$ cat src/rtl/spi_ctrl_reg_fsm.sv
// SPI control register with a one-shot transaction sequencer.
// A write with send=1 strobes start, waits for tx_done, then pulses done and clears send.
module spi_ctrl_reg_fsm #(
  parameter int unsigned N    = 5,
  parameter int unsigned CS_W = 2
) (
  input  logic            clk,
  input  logic            rst,
  input  logic [31:0]     i_data,
  input  logic            wr2_c,
  input  logic            tx_done,
  input  logic            rx_inc,
  output logic [31:0]     o_data,
  output logic            send,
  output logic            cs_ctrl,
  output logic            all_1s,
  output logic            all_0s,
  output logic [N:0]      n_tx_end,
  output logic [N+1:0]    n_rx_end,
  output logic [CS_W-1:0] cs_sel,
  output logic            start,
  output logic            busy,
  output logic            done,
  output logic [N+1:0]    rx_cnt,
  output logic            wr_err
);

  localparam logic [1:0] StIdle  = 2'd0;
  localparam logic [1:0] StStart = 2'd1;
  localparam logic [1:0] StBusy  = 2'd2;
  localparam logic [1:0] StDone  = 2'd3;

  // Bits that exist in the control word; everything else is never stored and reads 0.
  localparam logic [31:0] CtrlMask = 32'h0000_000F
                                   | (((32'd1 << (N + 1)) - 32'd1) << 4)
                                   | (((32'd1 << (N + 2)) - 32'd1) << 16)
                                   | (((32'd1 << CS_W) - 32'd1) << 28);

  localparam logic [N+1:0] RxOne = 1;

  logic [1:0]   state_q, state_d;
  logic [31:0]  ctrl_q, ctrl_d;
  logic [N+1:0] rx_cnt_q, rx_cnt_d;
  logic         wr_err_q, wr_err_d;
  logic         wr_ok;

  assign wr_ok = wr2_c && (state_q == StIdle);

  always_comb begin
    state_d = state_q;
    unique case (state_q)
      StIdle:  if (ctrl_q[0]) state_d = StStart;
      StStart: state_d = StBusy;
      StBusy:  if (tx_done) state_d = StDone;
      StDone:  state_d = StIdle;
      default: state_d = StIdle;
    endcase
  end

  always_comb begin
    ctrl_d = ctrl_q;
    if (wr_ok) begin
      ctrl_d = i_data & CtrlMask;
    end
    // Writes are impossible in DONE, so the hardware clear never races a bus write.
    if (state_q == StDone) begin
      ctrl_d[0] = 1'b0;
    end
  end

  always_comb begin
    rx_cnt_d = rx_cnt_q;
    if (state_q == StIdle && ctrl_q[0]) begin
      rx_cnt_d = '0;
    end else if (state_q == StBusy && rx_inc && rx_cnt_q != '1) begin
      rx_cnt_d = rx_cnt_q + RxOne;
    end
  end

  assign wr_err_d = wr2_c && (state_q != StIdle);

  always_ff @(posedge clk or negedge rst) begin
    if (!rst) begin
      state_q  <= StIdle;
      ctrl_q   <= '0;
      rx_cnt_q <= '0;
      wr_err_q <= 1'b0;
    end else begin
      state_q  <= state_d;
      ctrl_q   <= ctrl_d;
      rx_cnt_q <= rx_cnt_d;
      wr_err_q <= wr_err_d;
    end
  end

  assign o_data   = ctrl_q;
  assign send     = ctrl_q[0];
  assign cs_ctrl  = ctrl_q[1];
  assign all_1s   = ctrl_q[2];
  assign all_0s   = ctrl_q[3];
  assign n_tx_end = ctrl_q[4+N:4];
  assign n_rx_end = ctrl_q[17+N:16];
  assign cs_sel   = ctrl_q[27+CS_W:28];

  assign start  = (state_q == StStart);
  assign busy   = (state_q != StIdle);
  assign done   = (state_q == StDone);
  assign rx_cnt = rx_cnt_q;
  assign wr_err = wr_err_q;

endmodule

$ cat config.mk
export PLATFORM = sky130hd
export DESIGN_NAME = spi_ctrl_reg_fsm
export DESIGN_NICKNAME = d
export VERILOG_FILES = /design/src/rtl/spi_ctrl_reg_fsm.sv
export SDC_FILE = /design/constraint.sdc
export NUM_CORES = 1
export LEC_CHECK = 0
export BUFFER_PORTS_ARGS = -buffer_cell sky130_fd_sc_hd__clkbuf_2
export CAP_MARGIN = 10
export CORE_ASPECT_RATIO = 0.75
export CORE_MARGIN = 2
export CORE_UTILIZATION = 45
export CTS_CLUSTER_DIAMETER = 30
export DETAILED_ROUTE_END_ITERATION = 6
export PLACE_DENSITY = 0.85
export RECOVER_POWER = 100
export SYNTH_ARGS = -nofsm -noshare
export SYNTH_HDL_FRONTEND = slang
export SYNTH_SLANG_ARGS = --single-unit
$ cat constraint.sdc
create_clock -name clk -period 3.2 [get_ports clk]
set_input_delay 0.64 -clock clk [delete_from_list [all_inputs] [get_ports clk]]
set_output_delay 0.64 -clock clk [all_outputs]
set_load 0.01 [all_outputs]
* After elaboration in Yosys (flattened, before gate mapping)
Index checks and enable logic that the tools add are counted.
** Word-level totals
- Output and inout bits :: 62
- Input port bits :: 37
- Word-level logic and storage cells :: 29
- Register bits after elaboration :: 29
** Cells by class
- Add/subtract/negate cells :: 1
- Eq/ne operators :: 6
- Multiplexer cells :: 7
- Reduce and logical (&&, ||, !) cells :: 10
** Operators with widths (count)
- $mux 7 :: 2
- $pmux 2 s4 :: 1
- $add 7x1->7 const B :: 1
- $ne 7x7->1 const B :: 1
- $reduce_bool 2->1 :: 3
- $logic_and 1x1->1 :: 5
- $eq 2x2->1 const B :: 2
- $mux 2 :: 2
- $ne 2x2->1 const B :: 2
- $eq 2x1->1 const B :: 1
- $logic_not 2->1 :: 1
- $mux 1 :: 2
- $reduce_and 2->1 :: 1

* Logic depth before layout (Yosys ltp)
Gate-level depths: netlist (run 1).
- Depth after elaboration :: 5
- Depth in mapped cells :: 6
- Depth with buffers taken out :: 6

* Worst setup path after synthesis (run 1)
OpenSTA, ideal clock, no wires.
- Kind :: register -> register
- Start point :: register state_q[0]
- End point :: register ctrl_q[16], in the netlist o_data[16]
- Clock period less this slack :: 1542 ps
- Path slack :: 1658 ps
- Arrival time :: 1415 ps
- Library setup time :: 128 ps
- Cell stages (with the launch flop) :: 6
- Required time :: 3072 ps
- Path buffers :: 1
- Cells stage by stage :: dfrtp_1 -> inv_1 -> ha_1 -> nand2_2 -> buf_2 -> mux2_1
** Between the ends
- Longest elaborated chain between the ends :: 2
** Ends and longest elaborated chain
- from (decl) :: RTL line 41 : logic [1:0] state_q, state_d;
- from (signal assigned) :: RTL line 84 : state_q <= StIdle;
- from (signal assigned) :: RTL line 89 : state_q <= state_d;
- $logic_not 2->1 :: RTL line 47 : assign wr_ok = wr2_c && (state_q == StIdle);
- $logic_and 1x1->1 :: RTL line 47
- to (signal assigned) :: RTL line 90 : ctrl_q <= ctrl_d;
- to (decl) :: RTL line 42 : logic [31:0] ctrl_q, ctrl_d;
Every way passes these cells.
A chain may end at the register's enable or synchronous reset.

* Worst setup path in the final report (run 1)
- Start point :: register state_q[0]
- End point :: register ctrl_q[28], in the netlist o_data[28]
Same word-level chain as after synthesis.

==> results of run 1 <==
power groups by stage:
stage	Sequential, W	Combinational (W)	Clock [W]
2_1_floorplan	0.000736	0.000550	0
3_3_place_gp	0.000668	0.000780	0
3_5_place_dp	0.000677	0.000800	0
4_1_cts	0.000673	0.000803	0.000285
5_1_grt	0.000697	0.000794	0.000300
6_report	0.000669	0.000712	0.000275
cells in the final DEF (no fill, tap or decap):
cell      count
nor3_1        1
clkbuf_8      5
o21bai_1      1
o21ai_0       2
mux2_1       19
inv_2         1
conb_1       13
dfrtp_1      29
and2_1        1
nand2_1       6
nor2b_1       1
a211oi_1      2
inv_1         4
a21oi_1       2
or2_0         1
o31ai_1       1
a31oi_1       2
clkbuf_1     53
ha_1          5
clkbuf_2     22
or3_1         1
nand4_1       1
o22ai_1       1
nand3_1       2
mux2i_1       1
nor2_1        7
xor2_1        1
nand3_2       1
a22oi_1       1
sequential cells by signal, indices dropped and copies added, names as in the netlist:
signal,flops
state_q,2
wr_err,1
rx_cnt,7
o_data,19
logic make-up after synthesis:
| kind of cell | Yosys count | synth area share |
|---|---|---|
| AOI/OAI and AO/OA | 12 | 0.0587 |
| xor gates and xnor gates | 1 | 0.00587 |
| adders and majority gates | 5 | 0.0419 |
| buffers and inverters | 39 | 0.182 |
| DFF | 29 | 0.487 |
| muxes | 20 | 0.150 |
| other | 1 | 0.00251 |
| and+or+nand+nor | 22 | 0.0722 |
path summary, 6_finish.rpt:
check | from | to | slack [ns] | cells past startpoint
max | state_q[0]$_DFFE_PN0P_ | o_data[28]$_DFFE_PN0P_ | 1.26 | 4
min | o_data[22]$_DFFE_PN0P_ | o_data[22]$_DFFE_PN0P_ | 0.51 | 1
max reg2reg | state_q[0]$_DFFE_PN0P_ | o_data[28]$_DFFE_PN0P_ | 1.26 | 4
min reg2reg | o_data[22]$_DFFE_PN0P_ | o_data[22]$_DFFE_PN0P_ | 0.51 | 1
max in group asynchronous | rst | o_data[16]$_DFFE_PN0P_ | 1.57 | 1
min in group asynchronous | rst | rx_cnt[3]$_DFFE_PN0P_ | 0.73 | 1
per-stage QoR:
stage | hold WS, ns | power (W) | setup WS, ns | std cells
after detailed placement | 0.507 | 0.00148 | 1.51 | 219
final | 0.510 | 0.00166 | 1.26 | 227
after global routing | 0.527 | 0.00179 | 1.08 | 227
after global placement | 0.497 | 0.00145 | 1.54 | 219
after floorplan | 0.344 | 0.00129 | 1.66 | 141
after CTS | 0.431 | 0.00176 | 1.27 | 227
per-layer routing:
layer  global-route usage  up-vias  part of all wire
li1                     -      498                 -
met1                0.175      504              0.43
met2                0.244       50              0.47
met3               0.0487        0             0.092
met4               0.0288        0                 0
met5                    0        -                 0
area by class of cell:
cell class                      instances  area (um^2)  share of cell area
Sequential cell                        29          726               0.427
Multi-Input combinational cell         73          526               0.310
Tap cell                               40         50.0              0.0295
Inverter                                5         18.8              0.0111
Timing Repair Buffer                   72          298               0.175
Clock buffer                            8         80.1              0.0472
==> summary.md, run 1 <==
| Metric | Value |
|---|---|
| Final slew viol count | 30 |
| Vias/cell | 4.63 |
| Critical Path AT | 2.08 ns |
| Comb power frac | 0.430 |
| Post-CTS resize count | 0 |
| Post-synthesis cell type count | 29 |
| TritonCTS clock tree | built |
| Max stage delay cell, worst path | mux2_1 |
| Initial DRT Pass Iterations | 4 |
| Final setup vio count | 0 |
| Num ports | 99 |
| Syn avg cell area | 11.6 um^2 |
| Die height | 53.9 um |
| Row cnt | 18 |
| CTS max path bufs | 2 |
| Port Buffers | 72 |
| H-tree depth | 2 |
| Period utilization | 0.606 |
| Crit path launch type | flip-flop |
| Clock sink count | 29 |
| Number of max-cap violations | 1 |
| Global-route wire length before repair | 4040 um |
| Worst EP required | 3.34 ns |
| Top FF cell, synth | dfrtp_1 |
| Leakage | 0.782 nW |
| Yosys warns | 0 |
| Highest clock rate | 516 MHz |
| # fillers | 317 |
| Synth top cells by count | buf_4, dfrtp_1, mux2_1 |
| Fin crit period | 1.94 ns |
| Sw Pwr | 0.000684 W |
| Iter 0 DRT Violations | 38 |
| Post-Syn Area | 1490 um^2 |
| Setup TNS | 0 ns |
| Initial Util | 0.463 |
| Clock power frac | 0.166 |
| Unrepaired setup endpoints after global routing | no |
| Antenna violations before repair | 0 |
| Synth area leader | dfrtp_1 |
| Final ANT Viol Nets | 0 |
| Synth Register Bits | 29 |
| Worst-path cell chain | inv_1 > ha_1 > nand2_1 > mux2_1 |
| Synth Instances | 129 |
| Fin util | 0.527 |
| Final WL | 2610 um |
| CP max FO | 19 |
| Antenna diode count | 0 |
| Sw frac | 0.413 |
| Slew headroom | -0.0180 |
| Seq/Total Area, Yosys | 0.487 |
| Failing checks | max-capacitance violations, max-slew violations |
| Async S/R FF share, synth | 1.00 |
| Layout Area Growth over Synthesis | 13.8% |
| Seq pwr share | 0.404 |
| Clk root buf | clkbuf_8 |
| Final hold violation count | 0 |
| Vias | 1052 |
| Number of flops mapped to enable cells by yosys | 0 |
| Hold Crit Class | reg -> reg |
| Top cells by area, synth | dfrtp_1, buf_4, mux2_1, ha_1, nor2_1 |
| Core area | 3220 um^2 |
| Peak supply drop | 0.481 mV |
| Residual DRC | 0 |
| Worst-Margin Slew | 1.53 ns |
| Die span in x | 70.5 um |
| Clock transition at path regs | 0.06 ns |
| Crit Path Category | reg -> reg |
| GRT overflow | 0 |
| Placed Area | 1690 um^2 |
| DIE AREA | 3800 um^2 |
| Cell Pwr Density | 975 nW/um^2 |
| CTS Hold Bufs | 0 |
| Status | finished with violations |
| Final net count | 228 |
| Clk_skew | 0.00583 ns |
| CP peak stage delay | 0.51 ns |
| Setup Fix Bufs, Post-CTS | 0 |
| Final HPWL DP | 1990 um |
| Vias in the first global route | 912 |
| Layout cell share with drive strength beyond 1 | 0.155 |
| GRT Overall Usage | 0.141 |
| Clk_lat worst skew | 0.27 ns |
| Placer Congestion | 0.809 |
| Design Area, Final | 1700 um^2 |
| Yosys top cell area share | 0.487 |
| Largest net degree at the start of global routing | 30 |
| Pint | 0.000972 W |
| Routed length per placed instance | 11.5 um |
| Critical path's top delay family | multiplexers |
| Top-count cell post-synth | buf_4 |
| Crit. End Element | flip-flop |
| Crit path buf inv count | 1 |
| Total CTS buffers | 5 |
Note: power is estimated with default switching activity, not from simulation.
==> inputs of run 2 (changes only) <==
--- a/config.mk
+++ b/config.mk
@@ -9,10 +9,10 @@
 export CAP_MARGIN = 10
 export CORE_ASPECT_RATIO = 0.75
 export CORE_MARGIN = 2
-export CORE_UTILIZATION = 45
+export CORE_UTILIZATION = 41
 export CTS_CLUSTER_DIAMETER = 30
 export DETAILED_ROUTE_END_ITERATION = 6
-export PLACE_DENSITY = 0.85
+export PLACE_DENSITY = 0.79
 export RECOVER_POWER = 100
 export SYNTH_ARGS = -nofsm -noshare
 export SYNTH_HDL_FRONTEND = slang
==> constraint.sdc (replaced) <==
create_clock -name clk -period 2.04 [get_ports clk]
set_input_delay 0.408 -clock clk [delete_from_list [all_inputs] [get_ports clk]]
set_output_delay 0.408 -clock clk [all_outputs]
set_load 0.01 [all_outputs]
==> summary.md, run 2 (same netlist as run 1, synthesis figures left out) <==
| Metric | Value |
|---|---|
| CP peak stage delay | 0.41 ns |
| GRT Overall Usage | 0.133 |
| Final WL | 2680 um |
| Origin of the critical flop-to-flop path | state_q[0]$_DFFE_PN0P_ |
| Unrepaired setup endpoints after global routing | no |
| Initial Util | 0.441 |
| Vias/cell | 4.70 |
| Die height | 56.2 um |
| Num ports | 99 |
| Hold path start | i_data[28] |
| Setup TNS | 0 ns |
| Critical Path AT | 1.92 ns |
| Final ANT Viol Nets | 0 |
| Crit. End Element | flip-flop |
| Placer Congestion | 0.771 |
| Crit Path Category | reg -> reg |
| Setup Fix Bufs, Post-CTS | 0 |
| Layout cell share with drive strength beyond 1 | 0.166 |
| Vias | 1068 |
| Clock transition at path regs | 0.06 ns |
| DIE AREA | 4140 um^2 |
| Vias in the first global route | 970 |
| Launch point of the worst path | state_q[0]$_DFFE_PN0P_ |
| Leading cell types in the layout, fill and taps excluded | clkbuf_1, dfrtp_1, clkbuf_2 |
| Die span in x | 73.6 um |
| Layout Area Growth over Synthesis | 16.4% |
| Status | finished with violations |
| Port Buffers | 72 |
| Worst-Margin Slew | 1.50 ns |
| Largest net degree at the start of global routing | 30 |
| Antenna violations before repair | 0 |
| Residual DRC | 0 |
| CP max FO | 6 |
| Row cnt | 18 |
| Max stage delay cell, worst path | dfrtp_1 |
| GRT overflow | 0 |
| Failing checks | max-capacitance violations |
| Most common cell after layout, fill and taps aside | clkbuf_1 |
| Final HPWL DP | 2070 um |
| H-tree depth | 2 |
| Post-CTS resize count | 0 |
| Fin crit period | 1.72 ns |
| Worst EP required | 2.23 ns |
| Clk_skew | 0.00150 ns |
| Reg-to-Reg End | rx_cnt[5]$_DFFE_PN0P_ |
| Hold Crit Class | in -> reg |
| Clock sink count | 29 |
| Clk root buf | clkbuf_8 |
| Global-route wire length before repair | 4220 um |
| Final slew viol count | 0 |
| Number of max-cap violations | 1 |
| Total CTS buffers | 5 |
| Clk_lat worst skew | 0.27 ns |
| Initial DRT Pass Iterations | 4 |
| Cell Pwr Density | 1600 nW/um^2 |
| Largest register FFs | 19 |
| Iter 0 DRT Violations | 26 |
| CTS Hold Bufs | 0 |
| Final setup vio count | 0 |
| TritonCTS clock tree | built |
| Final net count | 228 |
| Placed Area | 1690 um^2 |
| Routed length per placed instance | 11.8 um |
| Worst-path cell chain | inv_1 > ha_1 > nand2_1 > o21bai_1 > or3_1 > a21oi_1 |
| # fillers | 335 |
| Reg2Reg Setup Slack | 0.32 ns |
| Slew headroom | 0.00290 |
| Highest clock rate | 581 MHz |
| Period utilization | 0.844 |
| Peak supply drop | 0.918 mV |
| Core area | 3380 um^2 |
| Leakage | 0.801 nW |
| R2r worst-path depth | 6 |
| Design Area, Final | 1740 um^2 |
| Crit path launch type | flip-flop |
| Final hold violation count | 0 |
| Crit path to | rx_cnt[5]$_DFFE_PN0P_ |
| Antenna diode count | 0 |
| CTS max path bufs | 2 |
[run 2: cell types whose count changed in the layout (fill, tap and decap cells not counted), sizes merged]
cell / before / now
bufinv: 0 / 1
clkbuf: 80 / 79
[run 2: layout make-up]
class / count / area [um^2] / share of cell area
Timing Repair Buffer: 72 / 298 / 0.171
Clock inverter: 1 / 30.0 / 0.0173
Multi-Input combinational cell: 73 / 528 / 0.304
Inverter: 5 / 18.8 / 0.0108
Clock buffer: 7 / 86.3 / 0.0497
Sequential cell: 29 / 726 / 0.418
Tap cell: 40 / 50.0 / 0.0288
[run 2: worst min path at each step]
stage	slack [ns]	end	depth (start not counted)
4_1_cts	0.21	rx_cnt[2]$_DFFE_PN0P_	1
2_1_floorplan	0.11	o_data[0]$_DFFE_PN0P_	0
3_5_place_dp	0.50	rx_cnt[6]$_DFFE_PN0P_	1
6_report	0.34	o_data[28]$_DFFE_PN0P_	2
5_1_grt	0.34	o_data[28]$_DFFE_PN0P_	2
3_3_place_gp	0.49	rx_cnt[6]$_DFFE_PN0P_	1
[run 2: per-stage QoR]
step	hold slack (ns)	total power [W]	worst slack (ns)	util	std cells
finish	0.344	0.00277	0.318	0.514	227
floorplan	0.112	0.00202	0.498	-	141
global placement	0.494	0.00229	0.411	0.501	219
CTS	0.206	0.00295	0.341	0.536	227
detailed placement	0.500	0.00233	0.370	0.501	219
global route	0.336	0.00300	0.182	0.514	227
[run 2: layer usage]
metal,track usage,vias up,share of wire
met1,0.156,509,0.45
met4,0.0571,0,0.0067
li1,-,498,-
met5,0,-,0
met3,0.0634,3,0.090
met2,0.205,58,0.45
[run 2: worst max-delay path, delay by kind of cell (launching register included)]
kind                       cells  cell delay (ns)
and+or+nand+nor                2             0.48
adders and majority gates      1             0.23
AOI/OAI and AO/OA              2             0.42
buffers and inverters          1             0.11
DFF                            1             0.41
[run 2: where the power goes]
part,internal (W),total [W],switching (W)
clock,0.000397,0.000597,0.000200
sequential,0.000841,0.00106,0.000217
combinational,0.000441,0.00112,0.000677
==> inputs of run 3 (changes only) <==
--- a/config.mk
+++ b/config.mk
@@ -5,14 +5,15 @@
 export SDC_FILE = /design/constraint.sdc
 export NUM_CORES = 1
 export LEC_CHECK = 0
+export ABC_AREA = 1
 export BUFFER_PORTS_ARGS = -buffer_cell sky130_fd_sc_hd__clkbuf_2
 export CAP_MARGIN = 10
 export CORE_ASPECT_RATIO = 0.75
 export CORE_MARGIN = 2
-export CORE_UTILIZATION = 41
+export CORE_UTILIZATION = 38
 export CTS_CLUSTER_DIAMETER = 30
 export DETAILED_ROUTE_END_ITERATION = 6
-export PLACE_DENSITY = 0.79
+export PLACE_DENSITY = 0.76
 export RECOVER_POWER = 100
 export SYNTH_ARGS = -nofsm -noshare
 export SYNTH_HDL_FRONTEND = slang
==> constraint.sdc (replaced) <==
create_clock -name clk -period 1.53 [get_ports clk]
set_input_delay 0.306 -clock clk [delete_from_list [all_inputs] [get_ports clk]]
set_output_delay 0.306 -clock clk [all_outputs]
set_load 0.01 [all_outputs]
==> summary.md, run 3 <==
| Metric | Value |
|---|---|
| Critical Path AT | 1.12 ns |
| GRT Overall Usage | 0.148 |
| Seq/Total Area, Yosys | 0.465 |
| Post-Syn Area | 1560 um^2 |
| Layout Area Growth over Synthesis | 18.6% |
| Seq pwr share | 0.382 |
| Clk root buf | clkbuf_8 |
| Iter 0 DRT Violations | 66 |
| Num ports | 99 |
| Top cells by area, synth | dfrtp_1, nand2_1, buf_4, ha_1, nand3_1 |
| Worst-path cell chain | inv_2 > ha_4 > inv_2 > clkbuf_2 |
| Adder-cell share of the synthesized area | 0.0401 |
| Leading cell types in the layout, fill and taps excluded | nand2_1, clkbuf_1, dfrtp_1 |
| Synth Area in Simple Gates | 0.264 |
| Row cnt | 20 |
| Crit. End Element | output pin |
| Async S/R FF share, synth | 1.00 |
| Largest register FFs | 19 |
| Die height | 59.5 um |
| FF+latch area | 726 um^2 |
| Peak supply drop | 0.837 mV |
| Most common cell on crit path | inv_2 |
| Final net count | 288 |
| Crit Path Category | reg -> out |
| Residual DRC | 0 |
| Layout cell share with drive strength beyond 1 | 0.206 |
| Clk_lat worst skew | 0.27 ns |
| Final hold violation count | 0 |
| Synth Area in Compound Gates | 0.0313 |
| Unrepaired setup endpoints after global routing | no |
| Total CTS buffers | 5 |
| Final WL | 3180 um |
| Final setup vio count | 0 |
| CP peak stage delay | 0.40 ns |
| Synth Instances | 186 |
| Yosys top cell area share | 0.465 |
| Pint | 0.00206 W |
| Highest clock rate | 703 MHz |
| Most common cell after layout, fill and taps aside | nand2_1 |
| Sw frac | 0.428 |
| Largest net degree at the start of global routing | 20 |
| Fin crit period | 1.42 ns |
| Global-route wire length before repair | 5230 um |
| Top FF cell, synth | dfrtp_1 |
| Worst EP required | 1.22 ns |
| Initial Util | 0.390 |
| Setup TNS | 0 ns |
| # fillers | 437 |
| Initial DRT Pass Iterations | 4 |
| Hold Crit Class | in -> reg |
| Synth area leader | dfrtp_1 |
| Period utilization | 0.929 |
| Vias | 1274 |
| Multi-input gate area | 579 um^2 |
| Clock power frac | 0.189 |
| Final slew viol count | 0 |
| Placed Area | 1790 um^2 |
| Post-synthesis cell type count | 25 |
| CTS max path bufs | 2 |
| Number of max-cap violations | 0 |
| Clock transition at path regs | 0.06 ns |
| GRT overflow | 0 |
| Port Buffers | 72 |
| Antenna diode count | 0 |
| Leakage | 0.977 nW |
| Die span in x | 78.0 um |
| DIE AREA | 4640 um^2 |
| Clk_skew | 0.00318 ns |
| Setup slack after layout | 0.108 ns |
| Max stage delay cell, worst path | dfrtp_1 |
| Number of flops mapped to enable cells by yosys | 0 |
| TritonCTS clock tree | built |
| Routed length per placed instance | 10.5 um |
| Main combinational cell family by area after synthesis | simple AND/OR/NAND/NOR gates |
| Vias in the first global route | 1131 |
| Core area | 4000 um^2 |
| Sw Pwr | 0.00155 W |
| Syn avg cell area | 8.40 um^2 |
| Yosys warns | 0 |
| Vias/cell | 4.22 |
| Status | finished, final reports clean |
| Multiplexer share of the synthesized area | 0 |
| Antenna violations before repair | 0 |
| Pre-CTS WS | 0.0853 ns |
| Fin util | 0.463 |
| Xor/xnor share of the synthesized area | 0 |
| Final ANT Viol Nets | 0 |
| CP max FO | 4 |
| Clock sink count | 29 |
| Synth top cells by count | nand2_1, buf_4, dfrtp_1 |
| Top-count cell post-synth | nand2_1 |
| Crit path launch type | flip-flop |
| Comb power frac | 0.429 |
| Placer Congestion | 0.756 |
| Final HPWL DP | 2370 um |
| Final hold slack | 0.226 ns |
| H-tree depth | 2 |
| Cell Pwr Density | 1950 nW/um^2 |
| Design Area, Final | 1850 um^2 |
| Synth Register Bits | 29 |
## run 3: changes by cell type after synthesis, sizes merged, moves of 2 or more
cell / change
a31oi: -2
nand2: +68
mux2: -19
a211oi: -2
inv: +6
nand3: +6
o21ai: +3
## run 3: stage by stage
stage | instances | total power [W]
after floorplan | 198 | 0.00265
after global placement | 293 | 0.00302
after detailed placement | 293 | 0.00306
after CTS | 302 | 0.00377
after global routing | 302 | 0.00394
final | 302 | 0.00361
## run 3: path summary, 6_finish.rpt
path	start	to	slack, ns	cells after the start
setup / recovery	state_q[0]$_DFFE_PN0P_	busy	0.11	4
hold / removal	i_data[19]	o_data[19]$_DFFE_PN0P_	0.23	3
setup reg to reg	rx_cnt[0]$_DFFE_PN0P_	rx_cnt[5]$_DFFE_PN0P_	0.15	8
hold reg to reg	o_data[7]$_DFFE_PN0P_	o_data[7]$_DFFE_PN0P_	0.50	2
max in group asynchronous	rst	o_data[16]$_DFFE_PN0P_	0.35	3
min in group asynchronous	rst	rx_cnt[3]$_DFFE_PN0P_	0.48	2
## run 3: final cells by class
class / instances / share of cell area
Multi-Input combinational cell: 122 / 0.313
Tap cell: 55 / 0.0372
Clock buffer: 7 / 0.0520
Timing Repair Buffer: 76 / 0.179
Inverter: 12 / 0.0243
Sequential cell: 29 / 0.392
Clock inverter: 1 / 0.00270
## run 3: cell families after synthesis
kind of cell	count (synthesis)
adder cells (fa/ha/maj)	5
AND/OR/NAND/NOR	95
AO/OA/AOI/OAI	9
other	1
flip-flops	29
buffers and inverters	47
## run 3: what timing repair did
action,CTS,global route
hold buffers,1,0
setup endpoints to repair,1,9
hold endpoints to repair,14,0
setup buffers,0,0
resized for setup,1,3
gates cloned,0,0
## run 3: power by group through the flow
| stage | combinational, W | sequential, W | clock, W |
|---|---|---|---|
| 6_report | 0.00155 | 0.00138 | 0.000681 |
| 5_1_grt | 0.00176 | 0.00144 | 0.000739 |
| 4_1_cts | 0.00168 | 0.00138 | 0.000707 |
| 3_5_place_dp | 0.00167 | 0.00139 | 0 |
| 3_3_place_gp | 0.00164 | 0.00138 | 0 |
| 2_1_floorplan | 0.00116 | 0.00149 | 0 |
## run 3: worst max-delay path, delay by kind of cell (launching register included)
| kind | cells | cell delay (ns) |
|---|---|---|
| flip-flops | 1 | 0.40 |
| adder cells (fa/ha/maj) | 1 | 0.16 |
| buffers and inverters | 3 | 0.28 |
## run 3: per-layer routing
layer | track usage | vias up | share of wire
met5 | 0 | - | 0
met4 | 0.0526 | 0 | 0.0098
met3 | 0.0457 | 5 | 0.084
met2 | 0.235 | 54 | 0.44
met1 | 0.192 | 561 | 0.46
li1 | - | 654 | -
